**config.mk**
```make
export PLATFORM = sky130hd
export DESIGN_NAME = clock_ratio_meter_flat
export DESIGN_NICKNAME = d
export VERILOG_FILES = /design/src/rtl/clock_ratio_meter_if.sv /design/src/rtl/clock_ratio_meter.sv /design/src/flat_wrapper.sv
export SDC_FILE = /design/constraint.sdc
export NUM_CORES = 1
export LEC_CHECK = 0
export CORE_MARGIN = 1
export CORE_UTILIZATION = 55
export DETAILED_ROUTE_END_ITERATION = 6
export GPL_TIMING_DRIVEN = 0
export PLACE_DENSITY = 0.73
export SLEW_MARGIN = 15
export SYNTH_ARGS = -nofsm -noshare
export SYNTH_HDL_FRONTEND = slang
export SYNTH_SLANG_ARGS = --single-unit
```
**constraint.sdc**
```tcl
create_clock -name clk -period 3.5 [get_ports clk]
set_input_delay 0.525 -clock clk [delete_from_list [all_inputs] [get_ports clk]]
set_output_delay 0.525 -clock clk [all_outputs]
set_load 0.02 [all_outputs]
```
**src/rtl/clock_ratio_meter_if.sv**
```systemverilog
// Request/result handshake between firmware-side consumer and the clock ratio meter.
// The meter drives the slave side; the consumer uses the master side.
interface clock_ratio_meter_if #(
    parameter int unsigned CNT_W = 16
) ();
    logic             start;
    logic             ack;
    logic             busy;
    logic             result_valid;
    logic [CNT_W-1:0] period_total;
    logic [CNT_W-1:0] high_total;
    logic             timeout;
    logic             saturated;

    modport master (
        output start, ack,
        input  busy, result_valid, period_total, high_total, timeout, saturated
    );

    modport slave (
        input  start, ack,
        output busy, result_valid, period_total, high_total, timeout, saturated
    );
endinterface

```
**src/rtl/clock_ratio_meter.sv**
```systemverilog
// Counts clk cycles across 2^WIN_LOG2 monitored-clock periods, plus cycles spent high,
// and returns the totals over a valid/ack handshake with timeout and saturation flags.
module clock_ratio_meter #(
    parameter int unsigned CNT_W    = 16,
    parameter int unsigned WIN_LOG2 = 2,
    parameter int unsigned TO_W     = 12
) (
    input  logic                  clk,
    input  logic                  resetb,
    input  logic                  mon_clk,
    clock_ratio_meter_if.slave    bus
);
    typedef enum logic [1:0] {StIdle, StArm, StMeas, StDone} state_e;

    localparam logic [WIN_LOG2:0] WinEdges = (WIN_LOG2 + 1)'(1 << WIN_LOG2);

    state_e              state_q, state_d;
    logic                m1, m2, m3;
    logic                rise;
    logic [CNT_W-1:0]    per_q, per_d, hi_q, hi_d;
    logic [CNT_W-1:0]    per_inc, hi_inc;
    logic [CNT_W-1:0]    per_tot_q, per_tot_d, hi_tot_q, hi_tot_d;
    logic [WIN_LOG2:0]   edges_q, edges_d, edges_inc;
    logic [TO_W-1:0]     to_q, to_d;
    logic                to_full;
    logic                sat_q, sat_d, sat_nx;
    logic                tmo_q, tmo_d, satf_q, satf_d;

    assign rise      = m2 & ~m3;
    assign to_full   = (to_q == '1);
    // Accumulators hold at all-ones instead of wrapping.
    assign per_inc   = (per_q == '1) ? per_q : per_q + CNT_W'(1);
    assign hi_inc    = (hi_q == '1) ? hi_q : hi_q + CNT_W'(m2);
    assign edges_inc = edges_q + (WIN_LOG2 + 1)'(rise);
    assign sat_nx    = sat_q | (per_inc == '1) | (hi_inc == '1);

    always_comb begin
        state_d   = state_q;
        per_d     = per_q;
        hi_d      = hi_q;
        edges_d   = edges_q;
        to_d      = to_q;
        sat_d     = sat_q;
        tmo_d     = tmo_q;
        satf_d    = satf_q;
        per_tot_d = per_tot_q;
        hi_tot_d  = hi_tot_q;
        case (state_q)
            StIdle: begin
                if (bus.start) begin
                    state_d = StArm;
                    per_d   = '0;
                    hi_d    = '0;
                    edges_d = '0;
                    to_d    = '0;
                    sat_d   = 1'b0;
                    tmo_d   = 1'b0;
                    satf_d  = 1'b0;
                end
            end
            StArm: begin
                if (to_full) begin
                    state_d   = StDone;
                    tmo_d     = 1'b1;
                    per_tot_d = per_q;
                    hi_tot_d  = hi_q;
                    satf_d    = sat_q;
                end else if (rise) begin
                    // The arming rise only opens the window; it is not counted.
                    state_d = StMeas;
                    per_d   = '0;
                    hi_d    = '0;
                    edges_d = '0;
                    to_d    = '0;
                end else begin
                    to_d = to_q + TO_W'(1);
                end
            end
            StMeas: begin
                per_d   = per_inc;
                hi_d    = hi_inc;
                sat_d   = sat_nx;
                edges_d = edges_inc;
                to_d    = rise ? '0 : to_q + TO_W'(1);
                if (to_full || (rise && edges_inc == WinEdges)) begin
                    state_d   = StDone;
                    tmo_d     = to_full;
                    per_tot_d = per_inc;
                    hi_tot_d  = hi_inc;
                    satf_d    = sat_nx;
                end
            end
            StDone: begin
                if (bus.ack) begin
                    state_d = StIdle;
                end
            end
            default: state_d = StIdle;
        endcase
    end

    always_ff @(posedge clk or negedge resetb) begin
        if (!resetb) begin
            state_q   <= StIdle;
            m1        <= 1'b0;
            m2        <= 1'b0;
            m3        <= 1'b0;
            per_q     <= '0;
            hi_q      <= '0;
            edges_q   <= '0;
            to_q      <= '0;
            sat_q     <= 1'b0;
            tmo_q     <= 1'b0;
            satf_q    <= 1'b0;
            per_tot_q <= '0;
            hi_tot_q  <= '0;
        end else begin
            state_q   <= state_d;
            m1        <= mon_clk;
            m2        <= m1;
            m3        <= m2;
            per_q     <= per_d;
            hi_q      <= hi_d;
            edges_q   <= edges_d;
            to_q      <= to_d;
            sat_q     <= sat_d;
            tmo_q     <= tmo_d;
            satf_q    <= satf_d;
            per_tot_q <= per_tot_d;
            hi_tot_q  <= hi_tot_d;
        end
    end

    assign bus.busy         = (state_q == StArm) || (state_q == StMeas);
    assign bus.result_valid = (state_q == StDone);
    assign bus.period_total = per_tot_q;
    assign bus.high_total   = hi_tot_q;
    assign bus.timeout      = tmo_q;
    assign bus.saturated    = satf_q;
endmodule

```
**src/flat_wrapper.sv**
```systemverilog
// flat-port wrapper written by rule: the top's interface ports become plain ports
module clock_ratio_meter_flat 
#(
    parameter int unsigned CNT_W    = 16,
    parameter int unsigned WIN_LOG2 = 2,
    parameter int unsigned TO_W     = 12
)
  (clk, resetb, mon_clk, bus_start, bus_ack, bus_busy, bus_result_valid, bus_period_total, bus_high_total, bus_timeout, bus_saturated);
  clock_ratio_meter_if #(.CNT_W(CNT_W)) bus_i ();
  input  logic clk;
  input  logic resetb;
  input  logic mon_clk;
  input wire logic [$bits(bus_i.start)-1:0] bus_start;
  input wire logic [$bits(bus_i.ack)-1:0] bus_ack;
  output wire logic [$bits(bus_i.busy)-1:0] bus_busy;
  output wire logic [$bits(bus_i.result_valid)-1:0] bus_result_valid;
  output wire logic [$bits(bus_i.period_total)-1:0] bus_period_total;
  output wire logic [$bits(bus_i.high_total)-1:0] bus_high_total;
  output wire logic [$bits(bus_i.timeout)-1:0] bus_timeout;
  output wire logic [$bits(bus_i.saturated)-1:0] bus_saturated;
  assign bus_i.start = bus_start;
  assign bus_i.ack = bus_ack;
  assign bus_busy = bus_i.busy;
  assign bus_result_valid = bus_i.result_valid;
  assign bus_period_total = bus_i.period_total;
  assign bus_high_total = bus_i.high_total;
  assign bus_timeout = bus_i.timeout;
  assign bus_saturated = bus_i.saturated;
  clock_ratio_meter #(.CNT_W(CNT_W), .WIN_LOG2(WIN_LOG2), .TO_W(TO_W)) u_core (.clk(clk), .resetb(resetb), .mon_clk(mon_clk), .bus(bus_i));
endmodule
```
==> flow_results.xml, run 1 <==
<?xml version="1.0" encoding="UTF-8"?>
<metrics>
  <group name="outcome">
    <metric name="status" unit="">finished clean</metric>
  </group>
  <group name="logic_synthesis">
    <metric name="postSynth.topFlopCell" unit="">sky130_fd_sc_hd__dfrtp_1</metric>
    <metric name="syn-num-nets" unit="">614</metric>
    <metric name="xor_xnor_share_of_the_synthesized_area" unit="%">5.24</metric>
    <metric name="synth_enable_flop_cells" unit="">0</metric>
    <metric name="synth_top_family_by_area" unit="">simple AND/OR/NAND/NOR gates</metric>
    <metric name="synth_compound_gate_area_share" unit="%">19.4</metric>
    <metric name="synth.avg_cell_area" unit="sq um">8.36</metric>
    <metric name="synth_warnings" unit="">0</metric>
    <metric name="syn-instance-count" unit="">599</metric>
    <metric name="async_reset_ff_share" unit="%">100</metric>
    <metric name="synth.area.mux_share" unit="%">1.05</metric>
    <metric name="mappedNetlistArea" unit="sq um">5010</metric>
    <metric name="yosys.area_share.adder" unit="%">2.70</metric>
    <metric name="seq_area_frac_synth" unit="%">43.5</metric>
    <metric name="ys_types" unit="">55</metric>
    <metric name="postSynthRegisterBits" unit="">87</metric>
    <metric name="area_fraction_in_and_or_nand_and_nor_cells_after_synthesis" unit="%">23.2</metric>
  </group>
  <group name="clock_tree">
    <metric name="clk_root_buffer_cell" unit="">sky130_fd_sc_hd__clkbuf_8</metric>
    <metric name="tritoncts.num_buffers" unit="">9</metric>
    <metric name="cts_htree_levels" unit="">3</metric>
    <metric name="post-cts-setup-buffers" unit="">0</metric>
    <metric name="clk_path_buf_depth" unit="">2</metric>
    <metric name="cts.repair.resized" unit="">0</metric>
    <metric name="clkLatencyLatePin" unit="ns">0.36</metric>
    <metric name="cts.sinks" unit="">87</metric>
    <metric name="clkSlewWorstSetupHoldPaths" unit="ns">0.10</metric>
    <metric name="cts_tree" unit="">built</metric>
    <metric name="post_cts_hold_buffer_count" unit="">0</metric>
  </group>
  <group name="power_and_ir_drop">
    <metric name="power.leakage" unit="nW">2.38</metric>
    <metric name="ir_worst_vdd" unit="V">0.000405</metric>
    <metric name="power-per-cell-area" unit="nW/um^2">543</metric>
  </group>
  <group name="worst_hold_path">
    <metric name="worst_hold_path_type" unit="">in -&gt; async</metric>
  </group>
  <group name="detailed_routing">
    <metric name="postRouteAntennaNets" unit="">0</metric>
    <metric name="detailedRoute.firstIterationViolations" unit="">300</metric>
    <metric name="drc" unit="">0</metric>
    <metric name="postRouteWirelength" unit="mm">13.2</metric>
    <metric name="detailroute.via_count" unit="">4645</metric>
    <metric name="drt_pass1_iterations" unit="">6</metric>
    <metric name="avgRoutedWirePerCell" unit="um">17.3</metric>
    <metric name="post_drt_via_cell_ratio" unit="">6.08</metric>
  </group>
  <group name="cells_and_area">
    <metric name="area_delta_synth_final" unit="%">15.5</metric>
    <metric name="drive_above_1_share" unit="%">6.71</metric>
    <metric name="n_antenna_cell" unit="">0</metric>
    <metric name="stdcell_count" unit="">764</metric>
    <metric name="final_nets" unit="">666</metric>
    <metric name="final.fill_count" unit="">785</metric>
  </group>
  <group name="global_routing">
    <metric name="antenna_found_initial" unit="">0</metric>
    <metric name="grt_start_max_net_pins" unit="">57</metric>
    <metric name="global_route.usage.total" unit="%">28.7</metric>
    <metric name="grt_pass1_vias" unit="">4369</metric>
    <metric name="wire_length_of_the_first_global_routing_pass" unit="mm">21.9</metric>
    <metric name="globalRouteOverflowTotal" unit="">0</metric>
  </group>
  <group name="placed_design">
    <metric name="place.detailed.instances" unit="">748</metric>
    <metric name="port_buffers" unit="">40</metric>
    <metric name="dp_slack" unit="ns">0.416</metric>
    <metric name="post-dp-hpwl" unit="mm">9.53</metric>
    <metric name="place.gp.congestion" unit="">0.969</metric>
  </group>
  <group name="setup_path">
    <metric name="worstPathArrival" unit="ns">3.39</metric>
    <metric name="crit_path_max_incr_delay" unit="ns">0.47</metric>
    <metric name="timing.critical_path.from_type" unit="">flip-flop</metric>
    <metric name="endpoint_kind" unit="">flip-flop</metric>
    <metric name="worstPathMaxFanout" unit="">9</metric>
    <metric name="setup.worst_path.class" unit="">reg -&gt; reg</metric>
    <metric name="worstPathCellList" unit="">ha_1 &gt; clkbuf_1 &gt; nand4_1 &gt; nor3_1 &gt; a31oi_1 &gt; a211oi_1 &gt; nand3_1 &gt; or3_1 &gt; a32oi_1</metric>
    <metric name="timing.critical_path.slowest_stage_cell" unit="">sky130_fd_sc_hd__dfrtp_1</metric>
    <metric name="worst_ep_required_time" unit="ns">3.77</metric>
  </group>
  <group name="die">
    <metric name="floorplan.initialDensity" unit="%">57.2</metric>
    <metric name="height_of_the_chip" unit="um">97.4</metric>
    <metric name="core_area" unit="sq um">8760</metric>
    <metric name="io_pins" unit="">41</metric>
    <metric name="dieArea" unit="sq um">9490</metric>
    <metric name="dieWidth" unit="um">97.4</metric>
    <metric name="fp-row-count" unit="">34</metric>
  </group>
  <group name="timing">
    <metric name="timing.final.crit_period" unit="ns">3.12</metric>
    <metric name="clock.fmax" unit="MHz">320</metric>
    <metric name="finalWorstSetupSlack" unit="ns">0.378</metric>
    <metric name="fin_tns_setup" unit="ns">0</metric>
    <metric name="timing.final.crit_share" unit="%">89.2</metric>
    <metric name="timing.max_slew.rel_slack" unit="%">53.5</metric>
    <metric name="least_margin_pin_slew" unit="ns">0.698</metric>
    <metric name="rsz0062_at_grt" unit="">false</metric>
    <metric name="clock-skew-final" unit="ns">0.00986</metric>
    <metric name="final-hold-violation-count" unit="">0</metric>
    <metric name="setup-violations-final" unit="">0</metric>
    <metric name="final-max-slew-violation-count" unit="">0</metric>
  </group>
  <group name="job">
    <metric name="max-cap-violations" unit="">0</metric>
  </group>
</metrics>
==> Yosys cell counts (3+ instances only) <==
cell type	count	area [sq um]
sky130_fd_sc_hd__nand2_1	91	342
sky130_fd_sc_hd__dfrtp_1	87	2180
sky130_fd_sc_hd__o21ai_0	74	370
sky130_fd_sc_hd__nor2_1	54	203
sky130_fd_sc_hd__a21oi_1	35	175
sky130_fd_sc_hd__clkbuf_1	34	128
sky130_fd_sc_hd__nand3_1	26	130
sky130_fd_sc_hd__o31ai_1	16	120
sky130_fd_sc_hd__xor2_1	16	140
sky130_fd_sc_hd__inv_1	15	56.3
sky130_fd_sc_hd__xnor2_1	14	123
sky130_fd_sc_hd__and3_1	12	75.1
sky130_fd_sc_hd__nand4_1	12	75.1
sky130_fd_sc_hd__ha_1	10	125
sky130_fd_sc_hd__nor3_1	7	35.0
sky130_fd_sc_hd__a31oi_1	6	37.5
sky130_fd_sc_hd__buf_4	6	45.0
sky130_fd_sc_hd__nor4_1	6	37.5
sky130_fd_sc_hd__or2_2	6	37.5
sky130_fd_sc_hd__a21o_1	5	37.5
sky130_fd_sc_hd__and2_1	5	31.3
sky130_fd_sc_hd__a211oi_1	4	30.0
sky130_fd_sc_hd__buf_2	4	20.0
sky130_fd_sc_hd__nand2b_1	4	25.0
sky130_fd_sc_hd__o2111ai_1	4	35.0
sky130_fd_sc_hd__or3_1	4	25.0
sky130_fd_sc_hd__or4_1	4	30.0
sky130_fd_sc_hd__mux2i_1	3	30.0
sky130_fd_sc_hd__nand3_2	3	30.0
==> cell type report <==
cell class	count	area, sq um	area share [%]
inverters	15	56.3	0.973
clock buffers	11	151	2.62
flip-flops and latches	87	2180	37.6
repair buffers	41	425	7.35
clock inverters	5	62.6	1.08
plain buffers	44	193	3.33
multi-input cells	453	2580	44.7
well taps	108	135	2.34
==> state kept, by name (all words and copies together), names as in the netlist <==
signal / count
u_core.sat_q: 1
u_core.bus.saturated: 1
u_core.bus.timeout: 1
u_core.bus.period_total: 16
u_core.m2: 1
u_core.per_q: 16
u_core.state_q: 2
u_core.edges_q: 3
u_core.hi_q: 16
u_core.to_q: 12
u_core.m3: 1
u_core.bus.high_total: 16
u_core.m1: 1
==> kinds of logic (layout without fill, tap and decap cells) <==
kind of cell,after synthesis,in the layout
simple gates,244,244
compound gates,163,163
mux,5,5
buf+inv,59,116
xor+xnor,30,30
flops,87,87
fa+ha+maj,11,11
==> metal layers <==
layer,GRT usage [%],up-vias,part of all wire [%]
li1,-,2213,-
met1,40.0,2259,44
met2,46.4,149,49
met3,3.60,24,5.3
met4,9.73,0,1.8
met5,0,-,0
==> report_power, final <==
group,leakage (nW),switching (W),internal (W),total (W)
Clock,0.103,0.000383,0.000374,0.000758
Combinational,1.08,0.000869,0.000370,0.00124
Sequential,1.20,0.0000645,0.00108,0.00115
==> worst paths after layout <==
kind / start / endpoint / slack (ns) / cells after the start
max: u_core.per_q[1] / u_core.sat_q / 0.38 / 9
min: resetb / u_core.to_q[7] / 0.1 / 1
max reg2reg: u_core.per_q[1] / u_core.sat_q / 0.38 / 9
min reg2reg: u_core.m1 / u_core.m2 / 0.35 / 0
max in group asynchronous: resetb / u_core.hi_q[11] / 2.78 / 2
min in group clk: u_core.m1 / u_core.m2 / 0.35 / 0
==> layout by cell type, fill, tap and decap left out, types with 3 or more instances in the layout <==
cell type	netlist	final
sky130_fd_sc_hd__nand2_1	91	91
sky130_fd_sc_hd__dfrtp_1	87	87
sky130_fd_sc_hd__o21ai_0	74	74
sky130_fd_sc_hd__nor2_1	54	54
sky130_fd_sc_hd__clkdlybuf4s50_1	0	39
sky130_fd_sc_hd__a21oi_1	35	35
sky130_fd_sc_hd__clkbuf_1	34	34
sky130_fd_sc_hd__nand3_1	26	26
sky130_fd_sc_hd__xor2_1	16	16
sky130_fd_sc_hd__o31ai_1	16	16
sky130_fd_sc_hd__inv_1	15	15
sky130_fd_sc_hd__xnor2_1	14	14
sky130_fd_sc_hd__and3_1	12	12
sky130_fd_sc_hd__nand4_1	12	12
sky130_fd_sc_hd__clkbuf_8	0	11
sky130_fd_sc_hd__ha_1	10	10
sky130_fd_sc_hd__buf_4	6	7
sky130_fd_sc_hd__nor3_1	7	7
sky130_fd_sc_hd__a31oi_1	6	6
sky130_fd_sc_hd__or2_2	6	6
sky130_fd_sc_hd__nor4_1	6	6
sky130_fd_sc_hd__a21o_1	5	5
sky130_fd_sc_hd__and2_1	5	5
sky130_fd_sc_hd__nand2b_1	4	4
sky130_fd_sc_hd__or4_1	4	4
sky130_fd_sc_hd__buf_2	4	4
sky130_fd_sc_hd__a211oi_1	4	4
sky130_fd_sc_hd__or3_1	4	4
sky130_fd_sc_hd__o2111ai_1	4	4
sky130_fd_sc_hd__nand3_2	3	3
sky130_fd_sc_hd__mux2i_1	3	3
==> metrics by stage <==
stage	area, sq um	total power, W	hold WS, ns	util, %
5_1_grt	5780	0.00332	0.115	66.0
3_5_place_dp	5570	0.00239	0.336	63.6
6_report	5780	0.00314	0.0955	66.0
4_1_cts	5780	0.00315	0.111	66.0
2_1_floorplan	5010	0.00193	0.229	-
3_3_place_gp	5550	0.00236	0.344	63.3
==> critical path, delay by kind of cell (launching register included) <==
kind	cells	cell delay, ns
adders and majority gates	1	0.19
and+or+nand+nor	4	1.24
buffers and inverters	1	0.32
DFF	1	0.47
AOI/OAI and AO/OA	3	0.82
Note: power is estimated with default switching activity, not from simulation.
==> run 2, diff against run 1 <==
--- a/config.mk
+++ b/config.mk
@@ -8,6 +8,7 @@
 export CORE_MARGIN = 1
 export CORE_UTILIZATION = 55
 export DETAILED_ROUTE_END_ITERATION = 6
+export GPL_ROUTABILITY_DRIVEN = 0
 export GPL_TIMING_DRIVEN = 0
 export PLACE_DENSITY = 0.73
 export SLEW_MARGIN = 15
==> flow_results.xml, run 2 (synthesis results as in run 1) <==
<?xml version="1.0" encoding="UTF-8"?>
<metrics>
  <group name="outcome">
    <metric name="status" unit="">finished clean</metric>
  </group>
  <group name="global_routing">
    <metric name="global_route.usage.total" unit="%">28.4</metric>
    <metric name="globalRouteOverflowTotal" unit="">0</metric>
    <metric name="antenna_found_initial" unit="">0</metric>
    <metric name="wire_length_of_the_first_global_routing_pass" unit="mm">21.8</metric>
    <metric name="grt_start_max_net_pins" unit="">58</metric>
    <metric name="grt_pass1_vias" unit="">4422</metric>
  </group>
  <group name="setup_path">
    <metric name="endpoint_kind" unit="">flip-flop</metric>
    <metric name="timing.critical_path.from_type" unit="">flip-flop</metric>
    <metric name="critical_path.n_buffers_inverters" unit="">1</metric>
    <metric name="worstRegToRegCells" unit="">9</metric>
    <metric name="cp_top_family" unit="">simple AND/OR/NAND/NOR gates</metric>
    <metric name="worstPathMaxFanout" unit="">9</metric>
    <metric name="worstPathCellList" unit="">ha_1 &gt; clkbuf_1 &gt; nand4_1 &gt; nor3_1 &gt; a31oi_1 &gt; a211oi_1 &gt; nand3_1 &gt; or3_1 &gt; a32oi_1</metric>
    <metric name="setup.worst_path.class" unit="">reg -&gt; reg</metric>
    <metric name="r2r_slack" unit="ns">0.32</metric>
    <metric name="critical_path.reg2reg.startpoint" unit="">u_core.per_q[1]</metric>
    <metric name="worst_ep_required_time" unit="ns">3.77</metric>
    <metric name="crit_path_max_incr_delay" unit="ns">0.50</metric>
    <metric name="worstPathArrival" unit="ns">3.45</metric>
    <metric name="reg2reg_to" unit="">u_core.sat_q</metric>
    <metric name="timing.critical_path.slowest_stage_cell" unit="">sky130_fd_sc_hd__nor3_1</metric>
  </group>
  <group name="die">
    <metric name="dieArea" unit="sq um">9490</metric>
    <metric name="dieWidth" unit="um">97.4</metric>
    <metric name="floorplan.initialDensity" unit="%">57.2</metric>
    <metric name="fp-row-count" unit="">34</metric>
    <metric name="core_area" unit="sq um">8760</metric>
    <metric name="io_pins" unit="">41</metric>
    <metric name="height_of_the_chip" unit="um">97.4</metric>
  </group>
  <group name="cells_and_area">
    <metric name="area_delta_synth_final" unit="%">14.8</metric>
    <metric name="final_cell_mix" unit="">sky130_fd_sc_hd__nand2_1, sky130_fd_sc_hd__dfrtp_1, sky130_fd_sc_hd__o21ai_0</metric>
    <metric name="final.fill_count" unit="">751</metric>
    <metric name="n_antenna_cell" unit="">0</metric>
    <metric name="drive_above_1_share" unit="%">6.71</metric>
    <metric name="fin_area" unit="sq um">5750</metric>
    <metric name="mostFrequentLayoutCell" unit="">sky130_fd_sc_hd__nand2_1</metric>
    <metric name="multi_input_area" unit="sq um">2580</metric>
    <metric name="final_nets" unit="">666</metric>
    <metric name="ff_latch_area" unit="sq um">2180</metric>
    <metric name="post-route-util" unit="%">65.6</metric>
    <metric name="stdcell_count" unit="">764</metric>
  </group>
  <group name="clock_tree">
    <metric name="clkSlewWorstSetupHoldPaths" unit="ns">0.10</metric>
    <metric name="cts_tree" unit="">built</metric>
    <metric name="cts_htree_levels" unit="">3</metric>
    <metric name="clkLatencyLatePin" unit="ns">0.37</metric>
    <metric name="cts.sinks" unit="">87</metric>
    <metric name="cts.repair.resized" unit="">0</metric>
    <metric name="clk_path_buf_depth" unit="">2</metric>
    <metric name="post_cts_hold_buffer_count" unit="">0</metric>
    <metric name="post-cts-setup-buffers" unit="">0</metric>
    <metric name="tritoncts.num_buffers" unit="">9</metric>
    <metric name="clk_root_buffer_cell" unit="">sky130_fd_sc_hd__clkbuf_8</metric>
  </group>
  <group name="detailed_routing">
    <metric name="drt_pass1_iterations" unit="">5</metric>
    <metric name="post_drt_via_cell_ratio" unit="">6.09</metric>
    <metric name="detailroute.via_count" unit="">4649</metric>
    <metric name="postRouteWirelength" unit="mm">12.9</metric>
    <metric name="detailedRoute.firstIterationViolations" unit="">225</metric>
    <metric name="drc" unit="">0</metric>
    <metric name="postRouteAntennaNets" unit="">0</metric>
    <metric name="avgRoutedWirePerCell" unit="um">16.9</metric>
  </group>
  <group name="timing">
    <metric name="timing.max_slew.rel_slack" unit="%">55.3</metric>
    <metric name="clock-skew-final" unit="ns">0.0145</metric>
    <metric name="fin_tns_setup" unit="ns">0</metric>
    <metric name="timing.final.crit_share" unit="%">90.8</metric>
    <metric name="final-max-slew-violation-count" unit="">0</metric>
    <metric name="setup-violations-final" unit="">0</metric>
    <metric name="rsz0062_at_grt" unit="">false</metric>
    <metric name="final-hold-violation-count" unit="">0</metric>
    <metric name="timing.final.crit_period" unit="ns">3.18</metric>
    <metric name="clock.fmax" unit="MHz">315</metric>
    <metric name="least_margin_pin_slew" unit="ns">0.670</metric>
  </group>
  <group name="power_and_ir_drop">
    <metric name="seqPwrFrac" unit="%">37.5</metric>
    <metric name="p_int" unit="W">0.00172</metric>
    <metric name="ir_worst_vdd" unit="V">0.000347</metric>
    <metric name="logic_gate_share_of_total_power" unit="%">40.5</metric>
    <metric name="power.leakage" unit="nW">2.36</metric>
    <metric name="power.switching" unit="W">0.00133</metric>
    <metric name="power-per-cell-area" unit="nW/um^2">531</metric>
    <metric name="p_sw_share" unit="%">43.7</metric>
    <metric name="p_clk_share" unit="%">22.0</metric>
  </group>
  <group name="job">
    <metric name="max-cap-violations" unit="">0</metric>
  </group>
  <group name="placed_design">
    <metric name="place.detailed.instances" unit="">748</metric>
    <metric name="port_buffers" unit="">40</metric>
    <metric name="placedInstanceArea" unit="sq um">5570</metric>
    <metric name="post-dp-hpwl" unit="mm">9.12</metric>
  </group>
  <group name="worst_hold_path">
    <metric name="worst_hold_path_type" unit="">in -&gt; async</metric>
  </group>
</metrics>
## run 2: cell types whose count changed in the layout (fill, tap and decap cells not counted)
| cell | change |
|---|---|
| sky130_fd_sc_hd__clkinv_2 | +1 |
| sky130_fd_sc_hd__clkbuf_8 | -2 |
| sky130_fd_sc_hd__bufinv_16 | -1 |
| sky130_fd_sc_hd__clkinv_4 | +1 |
| sky130_fd_sc_hd__inv_6 | +1 |
## run 2: cell type report
class | count | area share [%]
multi-input cells | 453 | 44.9
flip-flops and latches | 87 | 37.9
repair buffers | 41 | 7.40
plain buffers | 44 | 3.35
well taps | 108 | 2.35
clock buffers | 9 | 2.15
inverters | 15 | 0.979
clock inverters | 7 | 0.958
## run 2: how the worst max path moves through the flow
stage                     from  slack (ns)  cells past startpoint                        to
5_1_grt        u_core.per_q[1]        0.08                      9              u_core.sat_q
6_report       u_core.per_q[1]        0.32                      9              u_core.sat_q
3_3_place_gp            resetb       -1.23                      1  u_core.bus.high_total[9]
4_1_cts        u_core.per_q[1]        0.42                      9              u_core.sat_q
3_5_place_dp   u_core.per_q[1]        0.47                      9              u_core.sat_q
2_1_floorplan   u_core.hi_q[4]        0.92                      8              u_core.sat_q
## run 2: per-stage QoR
| stage | hold WS, ns | power [W] | setup slack, ns |
|---|---|---|---|
| finish | 0.0774 | 0.00305 | 0.322 |
| global route | 0.0992 | 0.00323 | 0.0810 |
| CTS | 0.0879 | 0.00304 | 0.416 |
| detailed placement | 0.348 | 0.00238 | 0.465 |
| global placement | 0.340 | 0.00234 | -1.23 |
| floorplan | 0.229 | 0.00193 | 0.915 |
## run 2: worst reg2reg max path, delay by kind of cell (launching register included)
family	cells	cell delay (ns)
flip-flops	1	0.46
AO/OA/AOI/OAI	3	0.84
AND/OR/NAND/NOR	4	1.28
adder cells (fa/ha/maj)	1	0.18
buffers and inverters	1	0.32
## run 2: metal layers
layer,GRT usage (%),vias to the layer above,routed length (um)
met3,3.45,31,688
met1,40.0,2231,5820
met5,0,-,0
met4,10.3,0,320
li1,-,2205,-
met2,45.1,182,6060
## run 2: power by group through the flow
stage | sequential (W) | clock, W | combinational, W
floorplan | 0.00119 | 0 | 0.000738
detailed placement | 0.00116 | 0 | 0.00121
CTS | 0.00114 | 0.000673 | 0.00122
finish | 0.00114 | 0.000670 | 0.00124
global route | 0.00116 | 0.000721 | 0.00135
global placement | 0.00116 | 0 | 0.00118
==> run 3, diff against run 2 <==
--- a/config.mk
+++ b/config.mk
@@ -10,6 +10,7 @@
 export DETAILED_ROUTE_END_ITERATION = 6
 export GPL_ROUTABILITY_DRIVEN = 0
 export GPL_TIMING_DRIVEN = 0
+export HOLD_SLACK_MARGIN = 0.08
 export PLACE_DENSITY = 0.73
 export SLEW_MARGIN = 15
 export SYNTH_ARGS = -nofsm -noshare
==> results of run 3 <==
No change in the layout: final DEF, timing and power equal those of run 2.
